==> src/rtl/alu_pkg.sv <==
`default_nettype none
// ============================================================================
//  Module      : alu_pkg
//  Description : Shared constants for the ALU datapath leaf blocks: the
//                add/subtract opcode encodings and the default operand width.
//  Revision    : 1.0  initial release
// ============================================================================
package alu_pkg;

   localparam logic OP_ADD   = 1'b0;
   localparam logic OP_SUB   = 1'b1;
   localparam int   ADDSUB_W = 4;

endpackage : alu_pkg
`default_nettype wire

==> src/rtl/full_adder.sv <==
`default_nettype none
// ============================================================================
//  Module      : full_adder
//  Description : Single-bit full adder. It is one stage of the ripple-carry
//                chain in four_bit_add_sub.
//  Ports       : a, b   - operand bits
//                cin    - carry in
//                s      - sum bit
//                cout   - carry out (majority of a, b, cin)
//  Revision    : 1.0  initial release
// ============================================================================
module full_adder (
   input  logic a,
   input  logic b,
   input  logic cin,
   output logic s,
   output logic cout
);

   assign s    = a ^ b ^ cin;
   assign cout = (a & b) | (a & cin) | (b & cin);

endmodule : full_adder
`default_nettype wire

==> src/rtl/four_bit_add_sub.sv <==
`default_nettype none
// ============================================================================
//  Module      : four_bit_add_sub
//  Description : Registered two's-complement adder/subtractor. A ripple chain
//                of full adders computes A+B (Op=0) or A-B (Op=1). For
//                subtraction, B is inverted and the carry-in is set to 1.
//                The result, carry-out and signed overflow are registered, so
//                the block has a latency of one cycle.
//  Ports       : clk  - rising-edge clock
//                rst  - asynchronous active-high reset (clears all outputs)
//                A, B - WIDTH-bit operands
//                Op   - 0 = add, 1 = subtract
//                S    - registered result, modulo 2^WIDTH
//                C    - registered carry-out of the MSB stage
//                       (for subtraction, 1 = no borrow)
//                V    - registered signed-overflow flag
//                Z    - registered zero flag. This port exists only when the
//                       ZERO_FLAG_EN macro is defined.
//  Config      : `define ZERO_FLAG_EN to add the Z output.
//  Revision    : 1.0  initial release
// ============================================================================
module four_bit_add_sub
   import alu_pkg::*;
#(
   parameter int WIDTH = ADDSUB_W
) (
   input  logic             clk,
   input  logic             rst,
   input  logic [WIDTH-1:0] A,
   input  logic [WIDTH-1:0] B,
   input  logic             Op,
   output logic [WIDTH-1:0] S,
   output logic             C,
   output logic             V
`ifdef ZERO_FLAG_EN
   ,
   output logic             Z
`endif
);

   logic             w_sub;
   logic [WIDTH-1:0] w_b_inv;
   logic [WIDTH:0]   w_carry;

   logic [WIDTH-1:0] s_d, s_q;
   logic             c_d, c_q;
   logic             v_d, v_q;

   // Subtraction is A + ~B + 1. The +1 enters through the carry-in of stage 0.
   assign w_sub      = (Op == OP_SUB);
   assign w_b_inv    = B ^ {WIDTH{w_sub}};
   assign w_carry[0] = w_sub;

   generate
      for (genvar i = 0; i < WIDTH; i++) begin : g_stage
         full_adder u_fa (
            .a    (A[i]),
            .b    (w_b_inv[i]),
            .cin  (w_carry[i]),
            .s    (s_d[i]),
            .cout (w_carry[i+1])
         );
      end
   endgenerate

   assign c_d = w_carry[WIDTH];
   // Overflow occurs when the carry into the sign bit differs from the carry
   // out of the sign bit.
   assign v_d = w_carry[WIDTH] ^ w_carry[WIDTH-1];

   always_ff @(posedge clk or posedge rst) begin
      if (rst) begin
         s_q <= '0;
         c_q <= 1'b0;
         v_q <= 1'b0;
      end else begin
         s_q <= s_d;
         c_q <= c_d;
         v_q <= v_d;
      end
   end

   assign S = s_q;
   assign C = c_q;
   assign V = v_q;

`ifdef ZERO_FLAG_EN
   logic z_d, z_q;

   assign z_d = (s_d == '0);

   always_ff @(posedge clk or posedge rst) begin
      if (rst) begin
         z_q <= 1'b0;
      end else begin
         z_q <= z_d;
      end
   end

   assign Z = z_q;
`endif

endmodule : four_bit_add_sub
`default_nettype wire

==> config.mk <==
export PLATFORM = sky130hd
export DESIGN_NAME = four_bit_add_sub
export DESIGN_NICKNAME = d
export VERILOG_FILES = /design/src/rtl/alu_pkg.sv /design/src/rtl/full_adder.sv /design/src/rtl/four_bit_add_sub.sv
export SDC_FILE = /design/constraint.sdc
export NUM_CORES = 1
export LEC_CHECK = 0
export CAP_MARGIN = 5
export CORE_AREA = 4 4 41 43
export DETAILED_ROUTE_END_ITERATION = 7
export DIE_AREA = 0 0 45 47
export SYNTH_ARGS = -nofsm -noshare
export SYNTH_HDL_FRONTEND = slang
export SYNTH_SLANG_ARGS = --single-unit
==> constraint.sdc <==
create_clock -name clk -period 0.8 [get_ports clk]
set_clock_uncertainty 0.1 [all_clocks]
set_input_delay 0.16 -clock clk [delete_from_list [all_inputs] [get_ports clk]]
set_output_delay 0.16 -clock clk [all_outputs]
set_load 0.01 [all_outputs]
# Yosys cells after proc, flatten, opt, wreduce, memory -nomap -nowiden
# Index checks and enable logic that the tools add are counted.
# classes
bitwise_logic	30
# op_table
operator	count
1-bit AND	12
1-bit bitwise XOR	9
1-bit bitwise OR	8
4-bit bitwise XOR	1
# totals
reg_bits	6
input_bits	11
out_inout_bits	6
word_cells	33

# Logic depth before layout (Yosys ltp)
# depth
word_depth	14
ltp_mapped	5
ltp_nobuf	5

# Cells and area by module
# Synthesis repeated with hierarchy kept, for this count alone.
# unflattened
hier_cells	16
hier_area_um2	277.8
# by_module_without_submodules
module	n_inst	cells_per_inst	area_each_um2	seq_area_each_um2
four_bit_add_sub	1	12	197.7	150.1
full_adder	4	1	20.0	0.0

# Worst setup path before layout
# OpenSTA, ideal clock, no wires.
# synth_timing
path_kind	input to register
start	input port B[0]
end	register v_q, in the netlist V
setup_time_ns	0.125
arrival_ns	1.824
required_time_ns	0.575
setup_slack_ns	-1.249
stages	5
path_buffers	0
path_cell_list	mux2_2 fa_1 fa_1 fa_1 xor2_1
# synth_via
elab_chain_cells	14
word_cells_on_any_way	18
cone_classes	18 x bitwise
# synth_lines
item	line_no	text
from (decl)	four_bit_add_sub.sv:30	input logic [WIDTH-1:0] B,
4-bit bitwise XOR *	four_bit_add_sub.sv:51	assign w_b_inv = B ^ {WIDTH{w_sub}};
1-bit AND	full_adder.sv:21	assign cout = (a & b) | (a & cin) | (b & cin);
1-bit bitwise OR	full_adder.sv:21	
1-bit bitwise OR *	full_adder.sv:21	
1-bit AND	full_adder.sv:21	
1-bit bitwise OR	full_adder.sv:21	
1-bit bitwise OR *	full_adder.sv:21	
1-bit AND	full_adder.sv:21	
1-bit bitwise OR	full_adder.sv:21	
1-bit bitwise OR *	full_adder.sv:21	
1-bit AND	full_adder.sv:21	
1-bit bitwise OR	full_adder.sv:21	
1-bit bitwise OR *	full_adder.sv:21	
named net c_d	four_bit_add_sub.sv:46	logic c_d, c_q;
1-bit bitwise XOR *	four_bit_add_sub.sv:69	assign v_d = w_carry[WIDTH] ^ w_carry[WIDTH-1];
named net v_d	four_bit_add_sub.sv:47	logic v_d, v_q;
to (signal assigned)	four_bit_add_sub.sv:79	v_q <= v_d;
to (decl)	four_bit_add_sub.sv:47	
# Mark *: on every way through the listed nets, which the timed path passes. The rest lies on a longest branch.

# Worst setup path after layout
# Same ends and word-level chain as after synthesis.

==> results_tabular.tex <==
\begin{tabular}{lr}
\hline
Metric & Value \\
\hline
\multicolumn{2}{l}{\textbf{Finish}} \\
\quad NumNets Final & 55 \\
\quad Final cell count without fillers & 54 \\
\quad Cell area after layout & 487 µm² \\
\quad Layout area overhead & 80.9\% \\
\quad Number of antenna cells inserted & 0 \\
\quad Layout cell share with drive strength beyond 1 & 56.4\% \\
\quad Filler cell count in the final layout & 136 \\
\quad Final core occ & 37.4\% \\
\quad Footprint of the multi-input gates & 134 µm² \\
\quad FF+latch area & 150 µm² \\
\multicolumn{2}{l}{\textbf{Critical path}} \\
\quad CP most frequent cell & fa\_2 \\
\quad Ordered cell list for the critical path & buf\_6, mux2\_4, fa\_2, fa\_2, fa\_2, xor2\_1 \\
\quad Max stage delay cell, worst path & fa\_2 \\
\quad Worst-path fanout max & 2 \\
\quad Data arrival, critical path & 1760 ps \\
\quad Startpoint kind of the worst setup timing path & primary input \\
\quad Critical path data required time & 820 ps \\
\quad Worst Path Class, Setup & primary input to register \\
\quad Sort of element at the end of the critical path & register \\
\quad Largest stage delay on the critical path & 370 ps \\
\multicolumn{2}{l}{\textbf{Synth}} \\
\quad Proportion of register bits with asynchronous set or reset after synthesis & 100\% \\
\quad Syn Nets & 30 \\
\quad Top FF cell, synth & dfrtp\_1 \\
\quad Number of enable-type register cells in the synthesized netlist & 0 \\
\quad Most area-hungry cell type in the Yosys netlist & dfrtp\_1 \\
\quad Post-synth top area share & 55.8\% \\
\quad Most repeated cell in the gate-level netlist after synthesis & dfrtp\_1 \\
\quad Combined area of all synthesized cells & 269 µm² \\
\quad Flop and latch count out of synthesis & 6 \\
\quad Distinct cell type count of the synthesized netlist & 5 \\
\quad Synth area leaders & dfrtp\_1, fa\_1, xor2\_1, mux2\_2, inv\_1 \\
\quad Post-synthesis cell count & 16 \\
\quad Proportion of synthesized chip area in sequential cells & 55.8\% \\
\quad Per-instance average area after synthesis & 16.8 µm² \\
\quad Synth top cells by count & dfrtp\_1, xor2\_1, fa\_1 \\
\quad Synth warn & 0 \\
\multicolumn{2}{l}{\textbf{Die}} \\
\quad Initial core utilization & 20.7\% \\
\quad Row count & 13 \\
\quad Die outline width & 45 µm \\
\quad Die area & 0.00212 mm² \\
\quad Number of ports placed on the die boundary & 17 \\
\quad Die span in y & 47 µm \\
\quad Core outline area & 0.00130 mm² \\
\multicolumn{2}{l}{\textbf{Clock tree}} \\
\quad TritonCTS clock tree & built \\
\quad Max Buffers Root-to-Sink & 2 \\
\quad Cts hold-fix bufs & 0 \\
\quad Number of H-tree levels & 1 \\
\quad Inserted Clock Buffers & 3 \\
\quad Setup bufs post-CTS & 0 \\
\quad Worst-path clk slew & 40 ps \\
\quad Number of sinks on the clock net & 6 \\
\quad Root buffer selected by CTS & clkbuf\_4 \\
\multicolumn{2}{l}{\textbf{Global routing}} \\
\quad Met3 routing resource usage after global routing & 1.15\% \\
\quad Pin count of the biggest net entering global routing & 7 \\
\quad Global routing's busiest layer & met2 \\
\quad Number of antenna violations at the first check in global routing & 0 \\
\quad First-pass GRT wire length & 786 µm \\
\quad Via count of the first global-routing pass & 219 \\
\quad Total congestion overflow & 0 \\
\quad Total global routing track utilization & 5.68\% \\
\quad Met2 Usage GRT & 9.04\% \\
\quad GR Util met1 & 4.94\% \\
\multicolumn{2}{l}{\textbf{Timing}} \\
\quad Number of setup violations in the final report & 11 \\
\quad Final-layout worst hold slack & 36.3 ps \\
\quad Clock period minus final worst setup slack & 1750 ps \\
\quad Final Hold Fails & 0 \\
\quad Unrepaired setup endpoints after global routing & true \\
\quad Relative slew margins & 86.1\% \\
\quad Final Max Slew Viols & 0 \\
\quad Post-layout worst setup margin & -947 ps \\
\quad Crit share post-route & 218\% \\
\quad Max Fclk & 572 MHz \\
\quad Worst-Margin Slew & 207 ps \\
\multicolumn{2}{l}{\textbf{Placement}} \\
\quad Weighted congestion reported at the end of routability-driven placement & 0.616 \\
\quad Cell area after placement & 489 µm² \\
\quad \# port buffers & 16 \\
\quad DP HPWL & 462 µm \\
\quad DP Worst Slack & -1670 ps \\
\quad Placed insts & 51 \\
\multicolumn{2}{l}{\textbf{Pwr}} \\
\quad Combinational fraction of design power & 31.2\% \\
\quad Power density over the cells & 1920 mW/mm² \\
\quad Flop pwr share & 41.4\% \\
\quad Peak supply drop & 0.586 mV \\
\quad Clock power share & 27.4\% \\
\quad Pint & 702 µW \\
\quad Leakage dissipation & 0.000229 µW \\
\quad Switching component of the power & 230 µW \\
\quad Sw frac & 24.7\% \\
\multicolumn{2}{l}{\textbf{Drt}} \\
\quad Final Routed Wirelength & 505 µm \\
\quad Via count & 191 \\
\quad Detailed router's first-iteration violation count & 0 \\
\quad Ratio of routed vias to standard cells & 3.54 \\
\quad Number of nets with antenna violations after routing & 0 \\
\quad Average wire length per cell after detail routing & 9.35 µm \\
\quad Total iterations of the first detailed-routing run & 1 \\
\quad Residual DRC & 0 \\
\multicolumn{2}{l}{\textbf{Worst hold path}} \\
\quad Path type of the worst min-delay path & primary input to asynchronous set/reset pin \\
\multicolumn{2}{l}{\textbf{Flow run}} \\
\quad Number of maximum-capacitance constraint violations & 0 \\
\multicolumn{2}{l}{\textbf{Run status}} \\
\quad Failing checks & negative setup slack \\
\quad Result of the run & complete, but fails checks \\
\hline
\end{tabular}
==> power groups by stage <==
| stage | sequential, µW | combinational, µW | clock (µW) |
|---|---|---|---|
| after floorplan | 428 | 77.4 | 0 |
| after global placement | 388 | 340 | 0 |
| after detailed placement | 389 | 352 | 0 |
| after CTS | 382 | 291 | 271 |
| after global routing | 392 | 324 | 275 |
| final | 386 | 291 | 255 |
==> placed cells by master, fill, tap and decap left out <==
cell type | netlist | final
mux2_4 | 0 | 1
buf_4 | 0 | 4
dlygate4sd2_1 | 0 | 1
clkdlybuf4s50_1 | 0 | 5
fa_2 | 0 | 3
xor2_2 | 0 | 1
dfrtp_1 | 6 | 6
buf_6 | 0 | 3
xor2_1 | 5 | 4
clkbuf_2 | 0 | 1
inv_1 | 1 | 1
buf_2 | 0 | 6
clkbuf_4 | 0 | 3
==> what timing repair did <==
item,in CTS,in global routing
resized for setup,42,3
endpoints found under the setup margin,12,11
pin swaps,4,4
==> worst max-delay path, delay by kind of cell <==
family | cells | cell delay, ps
adders and majority gates | 3 | 1070
xor gates and xnor gates | 1 | 150
muxes | 1 | 290
buffers and inverters | 1 | 100
==> cell type report <==
class | instances | share of cell area [%]
repair buffers | 20 | 32.4
well taps | 15 | 3.86
multi-input cells | 9 | 27.5
clock buffers | 3 | 4.63
flip-flops and latches | 6 | 30.8
inverters | 1 | 0.771
==> worst max-delay path by stage <==
| stage | slack [ps] | to | from |
|---|---|---|---|
| after floorplan | -1070 | V | B[0] |
| after global placement | -1610 | V | B[0] |
| after detailed placement | -1670 | V | B[0] |
| after CTS | -1130 | V | B[0] |
| after global routing | -980 | V | B[0] |
| final | -950 | V | B[0] |
==> layer usage <==
layer	routed length (µm)	vias up
met3	94	0
met2	255	16
met4	0	0
met1	155	82
li1	-	93
met5	0	-
==> stage by stage <==
| step | TNS (ps) | total power [µW] |
|---|---|---|
| CTS | -5170 | 944 |
| detailed placement | -8960 | 742 |
| global placement | -8710 | 728 |
| finish | -4440 | 932 |
| floorplan | -3970 | 505 |
| global route | -4660 | 991 |
==> cell families (layout without fill, tap and decap cells) <==
kind of cell               count (synthesis)  in the layout  synth area share (%)
xor gates and xnor gates                   5              5                  16.3
adders and majority gates                  3              3                  22.3
DFF                                        6              6                  55.8
buffers and inverters                      1             24                  1.39
muxes                                      1              1                  4.19
==> sequential cells by signal, indices dropped and copies added (netlist names) <==
name,cells
V,1
S,4
C,1
(Power assumes the default switching activity.)
